===== src/rtl/uart_bus_master.sv =====
// uart_bus_master: turns byte commands from the UART receiver into single
// rd/wr transactions on the peripheral bus and answers through the UART
// sender. 'W' A3..A0 D3..D0 writes a word and answers 'K'; 'R' A3..A0
// reads a word and answers with its four bytes MSB first; any other
// opening byte is answered with '?'.
module uart_bus_master #(
    parameter logic [31:0] TIMEOUT = 32'd5_000_000
) (
    input  logic        clk,
    input  logic        reset,
    input  logic [7:0]  rx_data,
    input  logic        rx_valid,
    input  logic        tx_busy,
    output logic        tx_en,
    output logic [7:0]  tx_data,
    output logic        rd,
    output logic        wr,
    output logic [31:0] addr,
    output logic [31:0] wdata,
    input  logic [31:0] rdata,
    output logic        busy,
    output logic        overrun
);

    localparam logic [7:0] OP_WRITE = 8'h57;
    localparam logic [7:0] OP_READ  = 8'h52;
    localparam logic [7:0] RSP_ACK  = 8'h4B;
    localparam logic [7:0] RSP_BAD  = 8'h3F;

    typedef enum logic [2:0] {
        S_IDLE,
        S_ADDR,
        S_DATA,
        S_BUS,
        S_TX_LOAD,
        S_TX_WAIT_HI,
        S_TX_WAIT_LO
    } state_t;

    state_t      state_q;
    logic        is_wr_q;     // latched opcode: 1 = write, 0 = read
    logic [1:0]  cnt_q;       // byte index inside the current 4-byte field
    logic [31:0] tmo_q;       // inter-byte timeout counter
    logic [31:0] addr_sh_q;
    logic [31:0] wdata_sh_q;
    logic [31:0] tx_sh_q;     // response bytes, next to send in [31:24]
    logic [1:0]  remain_q;    // response bytes still to send after the current one
    logic        tx_en_q;
    logic [7:0]  tx_data_q;
    logic        rd_q;
    logic        wr_q;
    logic [31:0] addr_q;
    logic [31:0] wdata_q;
    logic        busy_q;
    logic        overrun_q;

    // Shift registers with the incoming byte appended; used both to update
    // the field and to drive the bus directly on the last byte.
    logic [31:0] addr_sh_d;
    logic [31:0] wdata_sh_d;
    logic        rx_blocked;

    assign addr_sh_d  = {addr_sh_q[23:0], rx_data};
    assign wdata_sh_d = {wdata_sh_q[23:0], rx_data};
    assign rx_blocked = (state_q == S_BUS) || (state_q == S_TX_LOAD) ||
                        (state_q == S_TX_WAIT_HI) || (state_q == S_TX_WAIT_LO);

    assign tx_en   = tx_en_q;
    assign tx_data = tx_data_q;
    assign rd      = rd_q;
    assign wr      = wr_q;
    assign addr    = addr_q;
    assign wdata   = wdata_q;
    assign busy    = busy_q;
    assign overrun = overrun_q;

    // Command FSM with registered bus strobes, sender handshake and status.
    always_ff @(posedge clk or negedge reset) begin
        if (!reset) begin
            state_q    <= S_IDLE;
            is_wr_q    <= 1'b0;
            cnt_q      <= 2'd0;
            tmo_q      <= 32'd0;
            addr_sh_q  <= 32'd0;
            wdata_sh_q <= 32'd0;
            tx_sh_q    <= 32'd0;
            remain_q   <= 2'd0;
            tx_en_q    <= 1'b0;
            tx_data_q  <= 8'd0;
            rd_q       <= 1'b0;
            wr_q       <= 1'b0;
            addr_q     <= 32'd0;
            wdata_q    <= 32'd0;
            busy_q     <= 1'b0;
            overrun_q  <= 1'b0;
        end else begin
            // NOTE: strobes default low here so every path that does not
            // explicitly raise them yields a clean one-cycle pulse; all
            // state uses non-blocking assignment so each branch reads the
            // pre-edge values.
            rd_q    <= 1'b0;
            wr_q    <= 1'b0;
            tx_en_q <= 1'b0;

            if (rx_valid && rx_blocked) begin
                overrun_q <= 1'b1;
            end

            case (state_q)
                S_IDLE: begin
                    if (rx_valid) begin
                        busy_q <= 1'b1;
                        if (rx_data == OP_WRITE || rx_data == OP_READ) begin
                            is_wr_q <= (rx_data == OP_WRITE);
                            cnt_q   <= 2'd0;
                            tmo_q   <= 32'd0;
                            state_q <= S_ADDR;
                        end else begin
                            tx_sh_q   <= {RSP_BAD, 24'd0};
                            remain_q  <= 2'd0;
                            tx_data_q <= RSP_BAD;
                            tx_en_q   <= !tx_busy;
                            state_q   <= S_TX_LOAD;
                        end
                    end
                end

                S_ADDR: begin
                    if (rx_valid) begin
                        addr_sh_q <= addr_sh_d;
                        cnt_q     <= cnt_q + 2'd1;
                        tmo_q     <= 32'd0;
                        if (cnt_q == 2'd3) begin
                            if (is_wr_q) begin
                                state_q <= S_DATA;
                            end else begin
                                addr_q  <= addr_sh_d;
                                rd_q    <= 1'b1;
                                state_q <= S_BUS;
                            end
                        end
                    end else if (tmo_q >= TIMEOUT) begin
                        busy_q  <= 1'b0;
                        state_q <= S_IDLE;
                    end else begin
                        tmo_q <= tmo_q + 32'd1;
                    end
                end

                S_DATA: begin
                    if (rx_valid) begin
                        wdata_sh_q <= wdata_sh_d;
                        cnt_q      <= cnt_q + 2'd1;
                        tmo_q      <= 32'd0;
                        if (cnt_q == 2'd3) begin
                            addr_q  <= addr_sh_q;
                            wdata_q <= wdata_sh_d;
                            wr_q    <= 1'b1;
                            state_q <= S_BUS;
                        end
                    end else if (tmo_q >= TIMEOUT) begin
                        busy_q  <= 1'b0;
                        state_q <= S_IDLE;
                    end else begin
                        tmo_q <= tmo_q + 32'd1;
                    end
                end

                // The strobe is visible during this cycle; the first
                // response byte is issued on entry to TX_LOAD if the sender
                // is free, so tx_en follows BUS by exactly one cycle.
                S_BUS: begin
                    if (is_wr_q) begin
                        tx_sh_q   <= {RSP_ACK, 24'd0};
                        remain_q  <= 2'd0;
                        tx_data_q <= RSP_ACK;
                    end else begin
                        tx_sh_q   <= rdata;
                        remain_q  <= 2'd3;
                        tx_data_q <= rdata[31:24];
                    end
                    tx_en_q <= !tx_busy;
                    state_q <= S_TX_LOAD;
                end

                S_TX_LOAD: begin
                    if (tx_en_q) begin
                        state_q <= S_TX_WAIT_HI;
                    end else if (!tx_busy) begin
                        tx_data_q <= tx_sh_q[31:24];
                        tx_en_q   <= 1'b1;
                    end
                end

                S_TX_WAIT_HI: begin
                    if (tx_busy) begin
                        state_q <= S_TX_WAIT_LO;
                    end
                end

                S_TX_WAIT_LO: begin
                    if (!tx_busy) begin
                        if (remain_q != 2'd0) begin
                            tx_sh_q   <= {tx_sh_q[23:0], 8'd0};
                            remain_q  <= remain_q - 2'd1;
                            tx_data_q <= tx_sh_q[23:16];
                            tx_en_q   <= 1'b1;
                            state_q   <= S_TX_LOAD;
                        end else begin
                            busy_q  <= 1'b0;
                            state_q <= S_IDLE;
                        end
                    end
                end

                default: begin
                    busy_q  <= 1'b0;
                    state_q <= S_IDLE;
                end
            endcase
        end
    end

endmodule


===== config.mk =====
export PLATFORM = sky130hd
export DESIGN_NAME = uart_bus_master
export DESIGN_NICKNAME = d
export VERILOG_FILES = /design/src/rtl/uart_bus_master.sv
export SDC_FILE = /design/constraint.sdc
export NUM_CORES = 1
export LEC_CHECK = 0
export ABC_CLOCK_PERIOD_IN_PS = 2600
export CORE_UTILIZATION = 35
export DETAILED_ROUTE_END_ITERATION = 8
export PLACE_DENSITY = 0.61
export SETUP_SLACK_MARGIN = 0.02
export SYNTH_ARGS = -nofsm -noshare
export SYNTH_HDL_FRONTEND = slang
export SYNTH_SLANG_ARGS = --single-unit

===== constraint.sdc =====
create_clock -name clk -period 2.6 [get_ports clk]
set_input_delay 0.52 -clock clk [delete_from_list [all_inputs] [get_ports clk]]
set_output_delay 0.52 -clock clk [all_outputs]
set_load 0.02 [all_outputs]

After elaboration in Yosys (flattened, before gate mapping)
Cells that the tools add are included.
Storage, ports and cells
  latch bits: 0
  memories: 0
  logic and storage cells: 144
  bits in read-only memories: 0
  output and inout port bits: 77
  register bits: 205
  RAM bits: 0
Operators by class
  divide/modulo/power cells: 0
  bitwise operators: 1
  shift-type cells: 0
  order comparisons: 1
  add/subtract/negate cells: 3
  multiply operators: 0
  reduce and logical (&&, ||, !) cells: 25
  eq/ne operators: 30
  muxes and demuxes: 68
Operators with widths (count)
  $mux 32: 14
  $pmux 32 s2: 2
  $pmux 32 s3: 1
  $mux 8: 7
  $mux 3: 11
  $add 32x1->32 const B: 1
  $ge 32x23->1 const B: 1
  $pmux 8 s4: 1
  $ne 2x2->1 const B: 15
  $pmux 3 s7: 1
  $mux 1: 19
  $reduce_and 6->1: 3
  $eq 8x7->1 const B: 2
  $mux 2: 8
  $eq 3x3->1 const B: 3
  $ne 3x3->1 const B: 3
  $pmux 1 s4: 2
  $reduce_and 4->1: 2
  $reduce_and 7->1: 1
  $eq 3x2->1 const B: 2
  $ne 2x1->1 const B: 3
  $pmux 2 s3: 1
  $reduce_and 3->1: 2
  $reduce_bool 2->1: 3
  other kinds (16): 20

Logic depth before layout (Yosys ltp)
Gate-level depths: netlist of run 1.
  depth in word-level cells: 5
  gate-level depth with buffers: 10
  mapped depth without buffers: 8

Worst setup path before layout of run 1
No wires, ideal clock.
  path type: input -> register
  from: in rx_data[5]
  to: reg tmo_q[7]
  setup slack: 453 ps
  arrival time: 2069 ps
  stages: 6
  library setup time: 78 ps
  cells stage by stage: nand4bb_4 -> o41ai_4 -> nand4_1 -> buf_2 -> or3_1 -> a21oi_1
On the way
  cells in the longest elaborated chain, start to end: 4
  elaborated cells on any way between the ends: 5
Ends and longest elaborated chain
  start: declaration: RTL line 11  | input logic [7:0] rx_data,
  $eq 8x7->1: RTL line 113  | if (rx_data == OP_WRITE || rx_data == OP_READ) begin
  $logic_or 1x1->1 *: RTL line 113
  $ne 2x2->1 (no line) *
  $reduce_and 4->1 (no line) *
  end signal: assignment: RTL line 146  | tmo_q <= tmo_q + 32'd1;
  end signal: assignment: RTL line 165  | tmo_q <= tmo_q + 32'd1;
  end: declaration: RTL line 43  | logic [31:0] tmo_q;
Every way passes the cells marked *; elsewhere a longest branch is shown, timed or not.
A chain may end at the register's enable or synchronous reset.

Worst setup path after layout of run 1
  from: reg tmo_q[11]
  to: reg tmo_q[21]
On the way
  cells in the longest elaborated chain, start to end: 4
  elaborated cells on any way between the ends: 7
Ends and longest elaborated chain
  $add 32x1->32: RTL line 146, 165
  $mux 32: RTL line 142, 161
  $mux 32: RTL line 129  | if (rx_valid) begin
  $pmux 32 s2: RTL line 109  | case (state_q)
Parallel ways exist; a longest one is shown, timed or not. The select of a mux whose other input is x is not followed.

==> flow_summary_export.csv, run 1 <==
group,metric,value,unit
status,status,"finished with violations",
status,violations,"hold timing",
placed_design,portBuffers,120,
clocking,cts_root_buf,"clkbuf_16",
clocking,post_cts_buffers,0,
worst_setup_path,cp.required,3.02,ns
sta,final-setup-viol-count,0,
clocking,cts_buffer_depth,3,
layout,area.growth.synth_to_final,29.37,%
power,power_density,938.9,nW/um^2
worst_setup_path,cp-start-kind,"flip-flop",
floorplan,row_count,58,
drt,dr_wl_met3,914,um
sta,clock.fmax,425.3,MHz
yosys,avgSynthCellArea,11.44,um^2
layout,layout-drive-gt1-share,19.37,%
yosys,synth_top_family_by_area,"multiplexers",
worst_setup_path,critical_path_class,"flip-flop to flip-flop",
layout,diodes,0,
yosys,synth_ff_type,"dfrtp_1",
yosys,synth-edff-count,0,
clocking,ctsResizeCount,0,
sta,final_max_slew_viol_count,0,
layout,final_common_cell,"dfrtp_1",
worst_setup_path,worstPathMaxFanout,9,
placed_design,place_area,10930,um^2
drt,num_vias,6476,
yosys,synthMuxAreaShare,14.83,%
worst_setup_path,worst_ep_arrival_time,2.77,ns
sta,hold_viol_final,18,
worst_setup_path,r2r_slack,0.25,ns
yosys,async_reset_ff_share,100.0,%
clocking,cts_tree,"done",
floorplan,io_pins,121,
placed_design,place_hpwl,13.36,mm
sta,finalCritPeriodShare,90.43,%
yosys,ys_seq_elements,205,
layout,finalNetCount,982,
worst_setup_path,critical_path.endpoint_type,"flip-flop",
yosys,synth_xor_area_share,0.3871,%
global_route,grt_remaining_overflow,0,
floorplan,die_h,162.8,um
drt,drc,0,
global_route,grt_pass1_wl,33.42,mm
layout,final_cell_mix,"205 x dfrtp_1, 119 x clkdlybuf4s50_1, 86 x mux2_2",
worst_setup_path,ff2ff_path_depth,6,
floorplan,dieArea,26500,um^2
global_route,track_usage,15.51,%
floorplan,initial_utilization,35.84,%
global_route,antenna_found_initial,1,
sta,period_minus_slack,2.351,ns
clocking,path_clk_slew,0.06,ns
sta,fin_skew,0.01452,ns
floorplan,core,25250,um^2
sta,whs,-0.01015,ns
yosys,yosysSeqAreaShare,56.68,%
worst_setup_path,r2r-end,"tmo_q[21]",
run,cap_violations,0,
drt,routedWlPerCell,15.64,um
sta,final.setup.tns,0,ns
global_route,grt_start_max_net_pins,65,
sta,maxSlewHeadroom,58.88,%
drt,wl_met2,9.056,mm
clocking,cts_num_sinks,205,
layout,final_core_util,46.36,%
yosys,synth_simple_gate_area_share,11.89,%
yosys,yosysWarnings,0,
yosys,synth_fp_nets,839,
worst_hold_path,hold_path_class,"primary input to asynchronous set/reset pin",
power,vdd_drop_max,0.5183,mV
drt,top_layer,"met4",
power,p_leak,5.059,nW
clocking,clkLatencyLatePin,0.50,ns
placed_design,place.gp.congestion,0.8012,
yosys,synthTopCellsByArea,"dfrtp_1 57%, mux2_2 11%, mux2i_1 3.8%, nand2_1 3.3%, o21ai_0 2.7%",
yosys,synth_compound_area_share,12.77,%
clocking,hold_buffers,0,
drt,drt-total-wl,20.02,mm
layout,final_area,11710,um^2
drt,ant_nets,0,
yosys,syn_area,9050,um^2
yosys,yosysUniqueCellTypes,62,
floorplan,die_width,162.8,um
sta,worst_pin_slew,0.6111,ns
sta,rsz0062_at_grt,"false",
yosys,synthCells,791,
yosys,yosys.area.top_type,"dfrtp_1",
clocking,numCtsBuffers,23,
drt,firstDrtPassIters,4,
drt,met1_length,9.660,mm
drt,vias_per_cell,5.059,
drt,dr.first_iter.drc_count,393,
yosys,yosysTopAreaCellShare,56.68,%
clocking,htree_levels,1,
global_route,grt_pass1_vias,6397,
yosys,synth_fa_ha_area_share,0.5530,%
placed_design,pre_cts_ws,-0.1529,ns
sta,postLayoutSetupSlackWorst,0.2489,ns
worst_setup_path,worstReg2RegStart,"tmo_q[11]",
[report_power, final]
part,internal [mW],total [mW],switching (mW)
clock,2.02,3.29,1.28
combinational,1.54,3.32,1.78
sequential,3.90,4.37,0.475
total,7.46,11.0,3.54
[worst max path at each step]
stage          startpoint        end  slack [ns]  depth (start not counted)
2_1_floorplan  rx_data[5]   tmo_q[7]        0.45                          6
3_3_place_gp   rx_data[1]  tmo_q[16]       -0.11                          6
3_5_place_dp   rx_data[0]   tmo_q[9]       -0.15                          8
4_1_cts         tmo_q[11]  tmo_q[21]        0.25                          6
5_1_grt         tmo_q[11]  tmo_q[21]        0.07                          6
6_report        tmo_q[11]  tmo_q[21]        0.25                          6
[state kept, by name (all words and copies together), names as in the netlist, 3 cells and up]
signal and count:
wdata_sh_q 24, state_q 3, tx_data 8, addr 32, addr_sh_q 32, tx_sh_q 32
wdata 32, tmo_q 32
[final cells by class]
class                      instances  area (um^2)
multi-input combinational        525         3677
sequential                       205         5130
fill                            2385        13550
timing repair buffer             166         1663
tap                              330        412.9
clock inverter                     8        92.59
clock buffer                      33        683.2
inverter                          13        48.80
[synthesized netlist by cell type, types with 10 or more instances]
cell type	number
o21ai_0	49
a21oi_1	31
mux2_2	86
inv_1	12
mux2i_1	34
buf_2	16
nand2b_1	11
nor2b_1	10
or3_1	12
dfrtp_1	205
nand2_1	80
nand3_1	16
nor2_1	29
clkbuf_1	27
o21ai_1	30
and2_1	11
a22oi_1	20
a31oi_1	10
[per-stage QoR]
step | cells | hold WS, ns | total power [mW]
floorplan | 791 | 0.2244 | 6.397
global placement | 1239 | 0.4460 | 7.721
detailed placement | 1239 | 0.4509 | 7.788
CTS | 1280 | 0.003820 | 11.14
global route | 1280 | 0.02104 | 11.68
finish | 1280 | -0.01015 | 10.99
[layer usage]
metal	vias up	GRT usage, %
met2	124	24.04
met3	29	3.081
met4	0	3.483
met1	3202	22.29
li1	3121	-
met5	-	0
[critical path: stages, from the launching register on]
cell	delay [ns]
dfrtp_1	0.49
a2111oi_4	0.39
nand2_2	0.11
a211oi_4	0.43
nand4_2	0.21
or4_1	0.49
a21oi_1	0.15
[logic make-up after synthesis]
family | count (synthesis)
AO/OA/AOI/OAI | 181
multiplexers | 123
buffers and inverters | 61
flip-flops | 205
AND/OR/NAND/NOR | 213
XOR/XNOR | 4
adder cells (fa/ha/maj) | 4
(Power assumes the default switching activity.)
==> inputs of run 2 (changes only) <==
--- a/config.mk
+++ b/config.mk
@@ -6,6 +6,7 @@
 export NUM_CORES = 1
 export LEC_CHECK = 0
 export ABC_CLOCK_PERIOD_IN_PS = 2600
+export CAP_MARGIN = 10
 export CORE_UTILIZATION = 35
 export DETAILED_ROUTE_END_ITERATION = 8
 export PLACE_DENSITY = 0.61
==> results of run 2 <==
No change in the layout: final DEF, timing and power equal those of run 1.
